[src/rtl/drive_sched.sv]
// rtl/drive_sched.sv - assist-current scheduler with one shared multiplier
// Optional feature macro: RAMP_LIMIT_EN (slew-limits target_curr by MAX_STEP per update)

module drive_sched #(
  parameter logic [11:0] TORQUE_MIN = 12'h380
`ifdef RAMP_LIMIT_EN
  ,
  parameter logic [11:0] MAX_STEP = 12'd64
`endif
) (
  input  logic        clk,
  input  logic        rst,
  input  logic        smpl_vld,
  input  logic [11:0] avg_torque,
  input  logic [4:0]  cadence,
  input  logic        not_pedaling,
  input  logic [12:0] incline,
  input  logic [2:0]  scale,
  output logic [11:0] target_curr,
  output logic        curr_vld,
  output logic        busy
);

  typedef enum logic [2:0] {
    IDLE = 3'd0,
    PREP = 3'd1,
    MUL1 = 3'd2,
    MUL2 = 3'd3,
    MUL3 = 3'd4,
    SAT  = 3'd5
  } state_t;

  state_t state;
  state_t state_nxt;

  // Shadow copy of the sample being computed; stable for the whole sequence.
  logic [11:0] sh_torque;
  logic [4:0]  sh_cadence;
  logic        sh_np;
  logic [12:0] sh_incline;
  logic [2:0]  sh_scale;

  // One-deep holding slot for a sample that arrived while busy (newest wins).
  logic [11:0] pd_torque;
  logic [4:0]  pd_cadence;
  logic        pd_np;
  logic [12:0] pd_incline;
  logic [2:0]  pd_scale;
  logic        pend;

  // Operands registered in PREP.
  logic [11:0] torque_pos;
  logic [8:0]  incline_lim;
  logic [5:0]  cadence_factor;

  // Running product; after MUL2 it never exceeds 27 bits.
  logic [26:0] p;

  // Combinational operand preparation.
  logic [12:0]        torque_diff;
  logic signed [12:0] incline_s;
  logic signed [12:0] incline_sat;
  logic signed [12:0] incline_off;
  logic [11:0]        torque_pos_c;
  logic [8:0]         incline_lim_c;
  logic [5:0]         cadence_factor_c;

  // Shared multiplier.
  logic [26:0] mul_a;
  logic [8:0]  mul_b;
  logic [29:0] mul_out;

  // Final result.
  logic [11:0] res_sat;
  logic [11:0] res_final;

  // State register.
  always_ff @(posedge clk) begin
    if (rst) state <= IDLE;
    else     state <= state_nxt;
  end

  // Next-state: fixed six-step sequence, started by a new or pending sample.
  always_comb begin
    state_nxt = state;
    case (state)
      IDLE:    if (smpl_vld || pend) state_nxt = PREP;
      PREP:    state_nxt = MUL1;
      MUL1:    state_nxt = MUL2;
      MUL2:    state_nxt = MUL3;
      MUL3:    state_nxt = SAT;
      SAT:     state_nxt = IDLE;
      default: state_nxt = IDLE;
    endcase
  end

  // Outputs decoded from state; target_curr is written on entry to SAT.
  always_comb begin
    busy     = (state != IDLE);
    curr_vld = (state == SAT);
  end

  // Operand conditioning from the shadow sample.
  always_comb begin
    torque_diff  = {1'b0, sh_torque} - {1'b0, TORQUE_MIN};
    torque_pos_c = torque_diff[12] ? 12'd0 : torque_diff[11:0];

    incline_s = sh_incline;
    if (incline_s > 13'sd511)       incline_sat = 13'sd511;
    else if (incline_s < -13'sd512) incline_sat = -13'sd512;
    else                            incline_sat = incline_s;
    incline_off = incline_sat + 13'sd256;
    if (incline_off < 13'sd0)        incline_lim_c = 9'd0;
    else if (incline_off > 13'sd511) incline_lim_c = 9'd511;
    else                             incline_lim_c = incline_off[8:0];

    cadence_factor_c = (sh_cadence > 5'd1) ? ({1'b0, sh_cadence} + 6'd32) : 6'd0;
  end

  // Operand mux for the single multiplier.
  always_comb begin
    mul_a = 27'd0;
    mul_b = 9'd0;
    case (state)
      MUL1: begin
        mul_a = {15'd0, torque_pos};
        mul_b = incline_lim;
      end
      MUL2: begin
        mul_a = {6'd0, p[20:0]};
        mul_b = {3'd0, cadence_factor};
      end
      MUL3: begin
        mul_a = p;
        mul_b = {6'd0, sh_scale};
      end
      default: begin
        mul_a = 27'd0;
        mul_b = 9'd0;
      end
    endcase
    mul_out = {3'd0, mul_a} * {21'd0, mul_b};
  end

  // Saturation, pedal override and optional slew limit of the final product.
  always_comb begin
    res_sat = (|mul_out[29:27]) ? 12'hFFF : mul_out[26:15];
    if (sh_np) res_sat = 12'd0;
`ifdef RAMP_LIMIT_EN
    if ({1'b0, res_sat} > ({1'b0, target_curr} + {1'b0, MAX_STEP}))
      res_final = target_curr + MAX_STEP;
    else if (({1'b0, res_sat} + {1'b0, MAX_STEP}) < {1'b0, target_curr})
      res_final = target_curr - MAX_STEP;
    else
      res_final = res_sat;
`else
    res_final = res_sat;
`endif
  end

  // Sample capture, pending slot, operand registers, product and result.
  always_ff @(posedge clk) begin
    if (rst) begin
      sh_torque      <= 12'd0;
      sh_cadence     <= 5'd0;
      sh_np          <= 1'b0;
      sh_incline     <= 13'd0;
      sh_scale       <= 3'd0;
      pd_torque      <= 12'd0;
      pd_cadence     <= 5'd0;
      pd_np          <= 1'b0;
      pd_incline     <= 13'd0;
      pd_scale       <= 3'd0;
      pend           <= 1'b0;
      torque_pos     <= 12'd0;
      incline_lim    <= 9'd0;
      cadence_factor <= 6'd0;
      p              <= 27'd0;
      target_curr    <= 12'd0;
    end else begin
      if (state == IDLE) begin
        if (smpl_vld) begin
          sh_torque  <= avg_torque;
          sh_cadence <= cadence;
          sh_np      <= not_pedaling;
          sh_incline <= incline;
          sh_scale   <= scale;
          pend       <= 1'b0;
        end else if (pend) begin
          sh_torque  <= pd_torque;
          sh_cadence <= pd_cadence;
          sh_np      <= pd_np;
          sh_incline <= pd_incline;
          sh_scale   <= pd_scale;
          pend       <= 1'b0;
        end
      end else if (smpl_vld) begin
        pd_torque  <= avg_torque;
        pd_cadence <= cadence;
        pd_np      <= not_pedaling;
        pd_incline <= incline;
        pd_scale   <= scale;
        pend       <= 1'b1;
      end

      case (state)
        PREP: begin
          torque_pos     <= torque_pos_c;
          incline_lim    <= incline_lim_c;
          cadence_factor <= cadence_factor_c;
        end
        MUL1, MUL2: p <= mul_out[26:0];
        MUL3: begin
          p           <= mul_out[26:0];
          target_curr <= res_final;
        end
        default: ;
      endcase
    end
  end

endmodule

[config.mk]
export PLATFORM = sky130hd
export DESIGN_NAME = drive_sched
export DESIGN_NICKNAME = d
export VERILOG_FILES = /design/src/rtl/drive_sched.sv
export SDC_FILE = /design/constraint.sdc
export NUM_CORES = 1
export LEC_CHECK = 0
export ABC_AREA = 1
export ABC_CLOCK_PERIOD_IN_PS = 10600
export CORE_UTILIZATION = 45
export CTS_CLUSTER_SIZE = 8
export DETAILED_ROUTE_END_ITERATION = 6
export GPL_TIMING_DRIVEN = 1
export SYNTH_ARGS = -nofsm -noshare
export SYNTH_HDL_FRONTEND = slang
export SYNTH_SLANG_ARGS = --single-unit
[constraint.sdc]
create_clock -name clk -period 10.6 [get_ports clk]
set_input_delay 2.12 -clock clk [delete_from_list [all_inputs] [get_ports clk]]
set_output_delay 2.12 -clock clk [all_outputs]
set_load 0.02 [all_outputs]
==> results of run 1 <==
==> logic make-up (layout without fill, tap and decap cells) <==
logic type	after synthesis	count (layout)	share of synthesized area [%]
AOI/OAI and AO/OA	252	252	10.97
xor gates and xnor gates	22	22	1.479
adders and majority gates	206	206	29.18
buffers and inverters	470	496	14.00
DFF	138	138	21.20
other	2	42	0.05764
and+or+nand+nor	751	751	23.12
==> Yosys cell counts (all sizes together) <==
cell	number	share of area, %
a21oi	150	5.8
a221oi	1	0.12
a22oi	13	1.1
and2	2	0.096
buf	30	1.3
clkbuf	35	1.0
clkinv	5	0.14
conb	2	0.058
dfxtp	138	21
fa	163	25
ha	43	4.1
inv	400	12
nand2	525	15
nand3	49	1.9
nand3b	2	0.12
nand4	13	0.62
nor2	141	4.4
nor3	16	0.74
o2111ai	1	0.067
o211ai	12	0.69
o21a	5	0.29
o21ai	60	2.3
o21bai	7	0.40
o31ai	3	0.17
or2	3	0.14
xnor2	8	0.54
xor2	14	0.94
==> cell type report <==
class	count	area share, %
clock inverters	14	1.272
clock buffers	18	3.018
flip-flops and latches	138	18.98
well taps	378	3.250
multi-input cells	1273	59.16
inverters	405	10.45
repair buffers	59	3.869
==> stage by stage <==
stage / hold WS [ps] / cell area [sq um] / setup slack [ps] / power [mW] / util, %
after floorplan: 423.7 / 13180 / 5420 / 1.112 / -
after global placement: 435.5 / 13930 / 4029 / 1.275 / 49.46
after detailed placement: 439.4 / 13930 / 3917 / 1.279 / 49.46
after CTS: 448.8 / 14550 / 3913 / 1.913 / 51.67
after global routing: 466.2 / 14550 / 3306 / 2.035 / 51.67
final: 446.3 / 14550 / 3876 / 1.906 / 51.67
==> placed cells by master, fill, tap and decap left out, drive strengths merged, types with 18 or more instances in the layout <==
cell type / netlist / layout
conb: 2 / 42
inv: 400 / 406
nor2: 141 / 141
fa: 163 / 163
ha: 43 / 43
clkbuf: 35 / 18
nand3: 49 / 49
clkdlybuf4s50: 0 / 49
a21oi: 150 / 150
nand2: 525 / 525
dfxtp: 138 / 138
o21ai: 60 / 60
==> worst max-delay path, stage by stage, from the launching register on <==
cell     delay (ps)
dfxtp_1         490
inv_2           100
nor2_4          340
inv_2           240
o21ai_1         210
a21oi_2         100
inv_1           640
nand2_1         180
fa_1            580
inv_1            60
fa_1            480
fa_1            590
fa_1            460
ha_1            380
nand2_1         170
inv_1            50
a21oi_1         190
nand2_1         170
nand2_1         140
nand3_1          90
nand2_1          70
nand2_1          60
nor2_2          430
nand3_1         160
nand2_1         100
a21oi_1          60
==> power breakdown <==
part           switching, mW  internal [mW]
sequential            0.0387          0.582
combinational          0.442          0.214
clock                  0.247          0.382
==> worst max path at each step <==
| stage | from | endpoint | slack, ps | depth (start not counted) |
|---|---|---|---|---|
| floorplan | state[2] | target_curr[1] | 5420 | 28 |
| global placement | state[0] | target_curr[7] | 4030 | 26 |
| detailed placement | state[2] | target_curr[7] | 3920 | 26 |
| CTS | state[2] | target_curr[7] | 3910 | 26 |
| global route | state[2] | target_curr[9] | 3310 | 25 |
| finish | state[2] | target_curr[7] | 3880 | 25 |
==> layer usage <==
metal	part of all wire (%)	vias up	global-route usage [%]
li1	-	5579	-
met1	49	5297	34.94
met2	45	275	38.13
met3	4.7	26	3.250
met4	1.0	0	5.156
met5	0	-	0
==> flip-flops by register name, summed over array words and instances (netlist names) <==
register and count:
sh_scale 3, sh_cadence 5, state 3, cadence_factor 6, pd_incline 13, p 27, pd_cadence 5, torque_pos 12
pend 1, sh_torque 12, pd_scale 3, sh_np 1, target_curr 12, pd_torque 12, incline_lim 9, pd_np 1
incline_s 13
==> results.sh, run 1 <==
export IMPL_wl_um=33950
export IMPL_drtIter0Drc=720
export IMPL_vias_per_cell=4.891
export IMPL_multi_input_area_sq_um=8610
export IMPL_cap_violations=0
export IMPL_grt_max_degree=82
export IMPL_insertion_delay_ps=430
export IMPL_synth_distinct_cells=38
export IMPL_whs_path_depth=2
export IMPL_gp_congestion=0.9974
export IMPL_grt_pass1_vias=10621
export IMPL_root_buffer="clkbuf_16"
export IMPL_clkSinkCount=138
export IMPL_start_kind="flop"
export IMPL_syn_cell_area_sq_um=13030
export IMPL_cts_resized=0
export IMPL_ys_seq_elements=138
export IMPL_reg2reg_depth=25
export IMPL_crit_arrival_ps=6990
export IMPL_initial_utilization_pct=46.26
export IMPL_antenna_found_initial=0
export IMPL_crit_path_end_kind="flop"
export IMPL_cts_hold_buf=0
export IMPL_fin_tns_setup_ps=0
export IMPL_die_h_um=172.2
export IMPL_ioPinCount=51
export IMPL_grt_use_total_pct=24.11
export IMPL_coreArea_sq_um=28160
export IMPL_netlist_instances=1841
export IMPL_port_buffers=50
export IMPL_die_w_um=172.2
export IMPL_ir_drop_v=0.0001429
export IMPL_fin_crit_sh_pct=63.44
export IMPL_globalRouteOverflowTotal=0
export IMPL_fin_crit_ps=6724
export IMPL_first_pass_iters=5
export IMPL_powerDensity_nw_per_um2=131.0
export IMPL_synth_avg_cell_area_sq_um=7.077
export IMPL_rows=61
export IMPL_post_cts_repair_setup_buffers=0
export IMPL_dp_hpwl_um=27190
export IMPL_hold_class="reg2reg"
export IMPL_crit_fanout=22
export IMPL_finalSetupViolCount=0
export IMPL_cts_tree="done"
export IMPL_diodes=0
export IMPL_finalClockSkew_ps=16.78
export IMPL_r2r_slack_ps=3880
export IMPL_whs_endpoint="sh_torque[0]"
export IMPL_numCtsBuffers=17
export IMPL_htree_levels=4
export IMPL_path_clk_slew_ps=60
export IMPL_ys_warn_count=0
export IMPL_worst_hold_startpoint="sh_torque[0]"
export IMPL_final_cells=2285
export IMPL_dieArea_sq_um=29640
export IMPL_leakage_nw=7.169
export IMPL_yosysSeqAreaShare_pct=21.20
export IMPL_regArea_sq_um=2763
export IMPL_slew_violations=0
export IMPL_rsz0062_at_grt="no"
export IMPL_r2r_start="state[2]"
export IMPL_fill_cells=2876
export IMPL_dp_cells=2253
export IMPL_avgRoutedWirePerCell_um=14.86
export IMPL_drive_above_1_share_pct=4.195
export IMPL_ant_nets=0
export IMPL_fmax_ghz=0.1487
export IMPL_grt_pass1_wl_um=55230
export IMPL_num_vias=11177
export IMPL_worstReg2RegEnd="target_curr[7]"
export IMPL_status="completed"
export IMPL_cp_required_ps=10870
export IMPL_hold_violations=0
export IMPL_setup_worst_path_class="reg2reg"
export IMPL_nets=2137
export IMPL_worst_slew_pin_slew_ps=1022
export IMPL_cts_buffer_depth=2
export IMPL_synthToLayoutAreaGrowth_pct=11.70
export IMPL_drcViolationCount=0
export IMPL_slew_headroom_pct=31.42
Note: power is estimated with default switching activity, not from simulation.
==> inputs of run 2 (changes only) <==
ABC_CLOCK_PERIOD_IN_PS = 6800   (was 10600)
clock period = 6.8 ns   (was 10.6 ns; I/O delays follow)
==> run 2 against run 1 <==
Net effect: worst setup slack got worse by 3300 ps; first-iteration DRC count rose by 0.28%; routed wire length rose by 2.8%; sequential share of layout area fell by 0.16 points; clock power rose by 48%; core utilization rose by 0.44 points; critical path type unchanged.
==> results.sh, run 2 (synthesized netlist as in run 1, its figures left out) <==
export IMPL_synthToLayoutAreaGrowth_pct=12.64
export IMPL_port_buffers=50
export IMPL_ioPinCount=51
export IMPL_slew_violations=0
export IMPL_hold_violations=0
export IMPL_cp_required_ps=7150
export IMPL_crit_path_end_kind="flop"
export IMPL_clkSinkCount=138
export IMPL_finalClockSkew_ps=11.69
export IMPL_dp_cells=2268
export IMPL_seqPwrFrac_pct=32.8
export IMPL_avgRoutedWirePerCell_um=15.16
export IMPL_p_clk_share_pct=31.5
export IMPL_p_comb_share_pct=35.7
export IMPL_p_int_mw=1.801
export IMPL_cts_hold_buf=0
export IMPL_drive_above_1_share_pct=5.091
export IMPL_ir_drop_v=0.0002001
export IMPL_crit_path_frequent_cell="nand2_1"
export IMPL_final_cells=2303
export IMPL_crit_arrival_ps=6580
export IMPL_cts_buffer_depth=2
export IMPL_fmax_ghz=0.1606
export IMPL_vias_per_cell=4.947
export IMPL_path_clk_slew_ps=70
export IMPL_grt_max_degree=69
export IMPL_grt_use_total_pct=25.09
export IMPL_antenna_found_initial=0
export IMPL_insertion_delay_ps=420
export IMPL_hold_class="reg2reg"
export IMPL_cap_violations=0
export IMPL_wl_met1_um=16890
export IMPL_slowest_stage="fa_1"
export IMPL_ant_nets=0
export IMPL_final_cell_mix="523 x nand2_1, 390 x inv_1, 163 x fa_1, 149 x a21oi_1, 138 x dfxtp_1"
export IMPL_wl_um=34910
export IMPL_globalRouteOverflowTotal=0
export IMPL_dieArea_sq_um=29640
export IMPL_p_switching_mw=1.157
export IMPL_layout_commonest_cell="nand2_1"
export IMPL_drtIter0Drc=722
export IMPL_cts_tree="done"
export IMPL_htree_levels=4
export IMPL_die_w_um=172.2
export IMPL_coreArea_sq_um=28160
export IMPL_grt_pass1_vias=11120
export IMPL_grt_pass1_wl_um=57640
export IMPL_dp_hpwl_um=27700
export IMPL_regMostFlops="p"
export IMPL_first_pass_iters=6
export IMPL_fin_crit_ps=6227
export IMPL_drcViolationCount=0
export IMPL_crit_fanout=21
export IMPL_slew_headroom_pct=32.54
export IMPL_path_buf_inv=8
export IMPL_leakage_nw=7.226
export IMPL_path_delay_family="adder cells"
export IMPL_initial_utilization_pct=46.26
export IMPL_die_h_um=172.2
export IMPL_cp_slowest_stage_delay_ps=550
export IMPL_start_kind="flop"
export IMPL_sw_frac_of_total_pct=39.10
export IMPL_setup_ws_ps=572.7
export IMPL_nets=2155
export IMPL_diodes=0
export IMPL_numCtsBuffers=17
export IMPL_setup_worst_path_class="reg2reg"
export IMPL_root_buffer="clkbuf_16"
export IMPL_fin_crit_sh_pct=91.58
export IMPL_place_worst_setup_slack_ps=275.0
export IMPL_p_total_mw=2.958
export IMPL_fin_tns_setup_ps=0
export IMPL_powerDensity_nw_per_um2=201.5
export IMPL_rsz0062_at_grt="no"
export IMPL_num_vias=11392
export IMPL_routed_top_layer="met4"
export IMPL_met3WireLength_um=1482
export IMPL_gp_congestion=0.9575
export IMPL_met2WireLength_um=15820
export IMPL_worst_slew_pin_slew_ps=1006
export IMPL_rows=61
export IMPL_status="completed"
export IMPL_finalSetupViolCount=0
export IMPL_holdWs_ps=450.4
export IMPL_largest_register_ffs=27
==> run 2: changes by cell type in the layout (fill, tap and decap cells not counted), sizes merged <==
cell,change
inv,-2
clkinvlp,+3
buf,+18
bufinv,-1
==> run 2: cell type report <==
type	count	area, sq um
clock buffers	18	429.2
inverters	405	1524
flip-flops and latches	138	2763
clock inverters	14	161.4
multi-input cells	1273	8615
well taps	378	473.0
fillers	2815	13490
repair buffers	77	710.7
==> run 2: path summary, 6_finish.rpt <==
path | startpoint | to | slack (ps) | cells past startpoint
worst min-delay path | sh_torque[3] | sh_torque[3] | 450 | 2
worst max-delay path | state[2] | target_curr[8] | 570 | 26
worst max register to register | state[2] | target_curr[8] | 570 | 26
worst min register to register | sh_torque[3] | sh_torque[3] | 450 | 2
==> run 2: power by group through the flow <==
stage / sequential (mW) / clock [mW] / combinational, mW
after floorplan: 0.970 / 0 / 0.764
after global placement: 0.986 / 0 / 1.02
after detailed placement: 0.987 / 0 / 1.02
after CTS: 0.970 / 0.950 / 1.03
after global routing: 0.981 / 0.979 / 1.19
final: 0.971 / 0.931 / 1.06
==> run 2: repair_timing <==
item                                    in CTS  in global routing
setup buffers                                0                  3
resized for setup                            0                  2
endpoints found under the setup margin       0                 15
==> run 2: worst register-to-register path: cells and delay by family, from the launching register on <==
kind / cells / cell delay, ps
flops: 1 / 490
fa+ha+maj: 5 / 2370
buf+inv: 8 / 860
compound gates: 3 / 750
simple gates: 10 / 1700
==> run 2: routing by layer <==
metal,track usage [%],up-vias
met5,0,-
met2,39.18,267
met4,7.118,0
met3,3.044,45
li1,-,5614
met1,36.31,5466
==> run 2: stage by stage <==
stage	utilization (%)	cell area, sq um
after floorplan	-	13180
after detailed placement	49.86	14040
after CTS	51.95	14630
after global routing	52.11	14680
final	52.11	14680
after global placement	49.86	14040
==> inputs of run 3 (changes only) <==
CTS_CLUSTER_DIAMETER = 120   (was not set)
REMOVE_ABC_BUFFERS = 1   (was not set)
==> run 3 against run 2 <==
Net effect: global-route usage is 1.3 points lower; worst setup slack worse by 150 ps; sequential power is 0.4% lower; critical path depth is 2 higher; die area stayed put; combinational power is 5% lower; critical endpoint is now target_curr[7]; largest power group unchanged; register-to-register slack worse by 150 ps; clock skew is 0.93 ps higher; final area hardly changed; largest cell class unchanged.
==> results.sh, run 3 (synthesized netlist as in run 1, its figures left out) <==
export IMPL_root_buffer="clkbuf_16"
export IMPL_cap_violations=0
export IMPL_start_kind="flop"
export IMPL_vias_per_cell=4.886
export IMPL_finalInstanceArea_sq_um=14660
export IMPL_hold_violations=0
export IMPL_die_w_um=172.2
export IMPL_synthToLayoutAreaGrowth_pct=12.53
export IMPL_finalSetupViolCount=0
export IMPL_dieArea_sq_um=29640
export IMPL_port_buffers=50
export IMPL_largest_register_ffs=27
export IMPL_grt_pass1_vias=10884
export IMPL_worst_slew_pin_slew_ps=1002
export IMPL_fin_crit_ps=6380
export IMPL_htree_levels=4
export IMPL_fmax_ghz=0.1567
export IMPL_p_int_mw=1.871
export IMPL_status="completed"
export IMPL_cp_startpoint="state[0]"
export IMPL_p_switching_mw=1.075
export IMPL_grt_use_total_pct=23.78
export IMPL_slowest_stage="fa_1"
export IMPL_dp_hpwl_um=26440
export IMPL_coreArea_sq_um=28160
export IMPL_antenna_found_initial=0
export IMPL_first_pass_iters=5
export IMPL_drive_above_1_share_pct=4.841
export IMPL_crit_path_frequent_cell="nand2_1"
export IMPL_p_total_mw=2.946
export IMPL_hold_class="reg2reg"
export IMPL_nets=2151
export IMPL_ant_nets=0
export IMPL_multi_input_area_sq_um=8610
export IMPL_cts_buffer_depth=2
export IMPL_cp_slowest_stage_delay_ps=550
export IMPL_path_clk_slew_ps=60
export IMPL_die_h_um=172.2
export IMPL_leakage_nw=7.214
export IMPL_finalClockSkew_ps=12.61
export IMPL_cp_required_ps=7080
export IMPL_rows=61
export IMPL_initial_utilization_pct=46.26
export IMPL_seqPwrFrac_pct=32.8
export IMPL_ir_drop_v=0.0001556
export IMPL_layout_commonest_cell="nand2_1"
export IMPL_powerDensity_nw_per_um2=200.9
export IMPL_path_delay_family="adder cells"
export IMPL_sw_frac_of_total_pct=36.50
export IMPL_grt_pass1_wl_um=54930
export IMPL_drcViolationCount=0
export IMPL_fin_tns_setup_ps=0
export IMPL_path_buf_inv=8
export IMPL_final_cell_mix="523 x nand2_1, 389 x inv_1, 163 x fa_1, 149 x a21oi_1, 138 x dfxtp_1"
export IMPL_grt_max_degree=69
export IMPL_post_dp_cell_area_sq_um=14020
export IMPL_crit_fanout=19
export IMPL_worst_hold_startpoint="sh_torque[6]"
export IMPL_p_comb_share_pct=34.3
export IMPL_wl_um=33020
export IMPL_setup_worst_path_class="reg2reg"
export IMPL_diodes=0
export IMPL_drtIter0Drc=831
export IMPL_fill_cells=2804
export IMPL_slew_violations=0
export IMPL_clkSinkCount=138
export IMPL_r2r_start="state[0]"
export IMPL_cts_tree="done"
export IMPL_holdWs_ps=440.8
export IMPL_slew_headroom_pct=32.80
export IMPL_fin_crit_sh_pct=93.83
export IMPL_insertion_delay_ps=420
export IMPL_num_vias=11234
export IMPL_crit_arrival_ps=6660
export IMPL_crit_path_end_kind="flop"
export IMPL_ioPinCount=51
export IMPL_p_clk_share_pct=32.8
export IMPL_regArea_sq_um=2763
export IMPL_globalRouteOverflowTotal=0
export IMPL_avgRoutedWirePerCell_um=14.36
export IMPL_rsz0062_at_grt="no"
export IMPL_regMostFlops="p"
export IMPL_gp_congestion=0.9931
export IMPL_numCtsBuffers=17
[run 3: timing repair]
item | 4_1_cts | 5_1_grt
endpoints found under the setup margin | 0 | 14
setup buffers | 0 | 2
endpoints found under the hold margin | 0 | 0
hold buffers | 0 | 0
gates resized for setup | 0 | 2
[run 3: tightest hold or removal path: cells and delay by family, from the launching register on]
| kind | cells | cell delay [ps] |
|---|---|---|
| buffers and inverters | 1 | 50 |
| flip-flops | 1 | 300 |
| AO/OA/AOI/OAI | 1 | 50 |
[run 3: metrics by stage]
step                utilization [%]  setup slack, ps  cells
floorplan                         -            737.9   1816
global placement              49.78            444.3   2265
detailed placement            49.78            387.9   2265
CTS                           51.98            338.2   2297
global route                  52.06            19.27   2299
finish                        52.06            419.7   2299
[run 3: power by group through the flow]
stage	Clock (mW)	Sequential, mW	Combinational (mW)
after floorplan	0	0.970	0.709
after global placement	0	0.982	0.996
after detailed placement	0	0.983	0.996
after CTS	0.983	0.966	1.00
after global routing	1.02	0.978	1.15
final	0.967	0.967	1.01
[run 3: routing by layer]
| metal | GRT usage [%] | routed length, um |
|---|---|---|
| met1 | 33.27 | 15520 |
| met2 | 38.45 | 15150 |
| met3 | 3.548 | 1802 |
| met4 | 5.810 | 549 |
| met5 | 0 | 0 |
[run 3: final timing paths]
path	cells after the start	slack, ps	end
setup reg to reg	28	420	target_curr[7]
setup / recovery	28	420	target_curr[7]
hold / removal	2	440	sh_torque[6]
hold reg to reg	2	440	sh_torque[6]
[run 3: cell type report]
type / count / share of cell area [%]
inverters: 405 / 10.42
multi-input cells: 1273 / 58.72
repair buffers: 73 / 4.557
flip-flops and latches: 138 / 18.84
clock buffers: 21 / 3.072
well taps: 378 / 3.226
clock inverters: 11 / 1.161
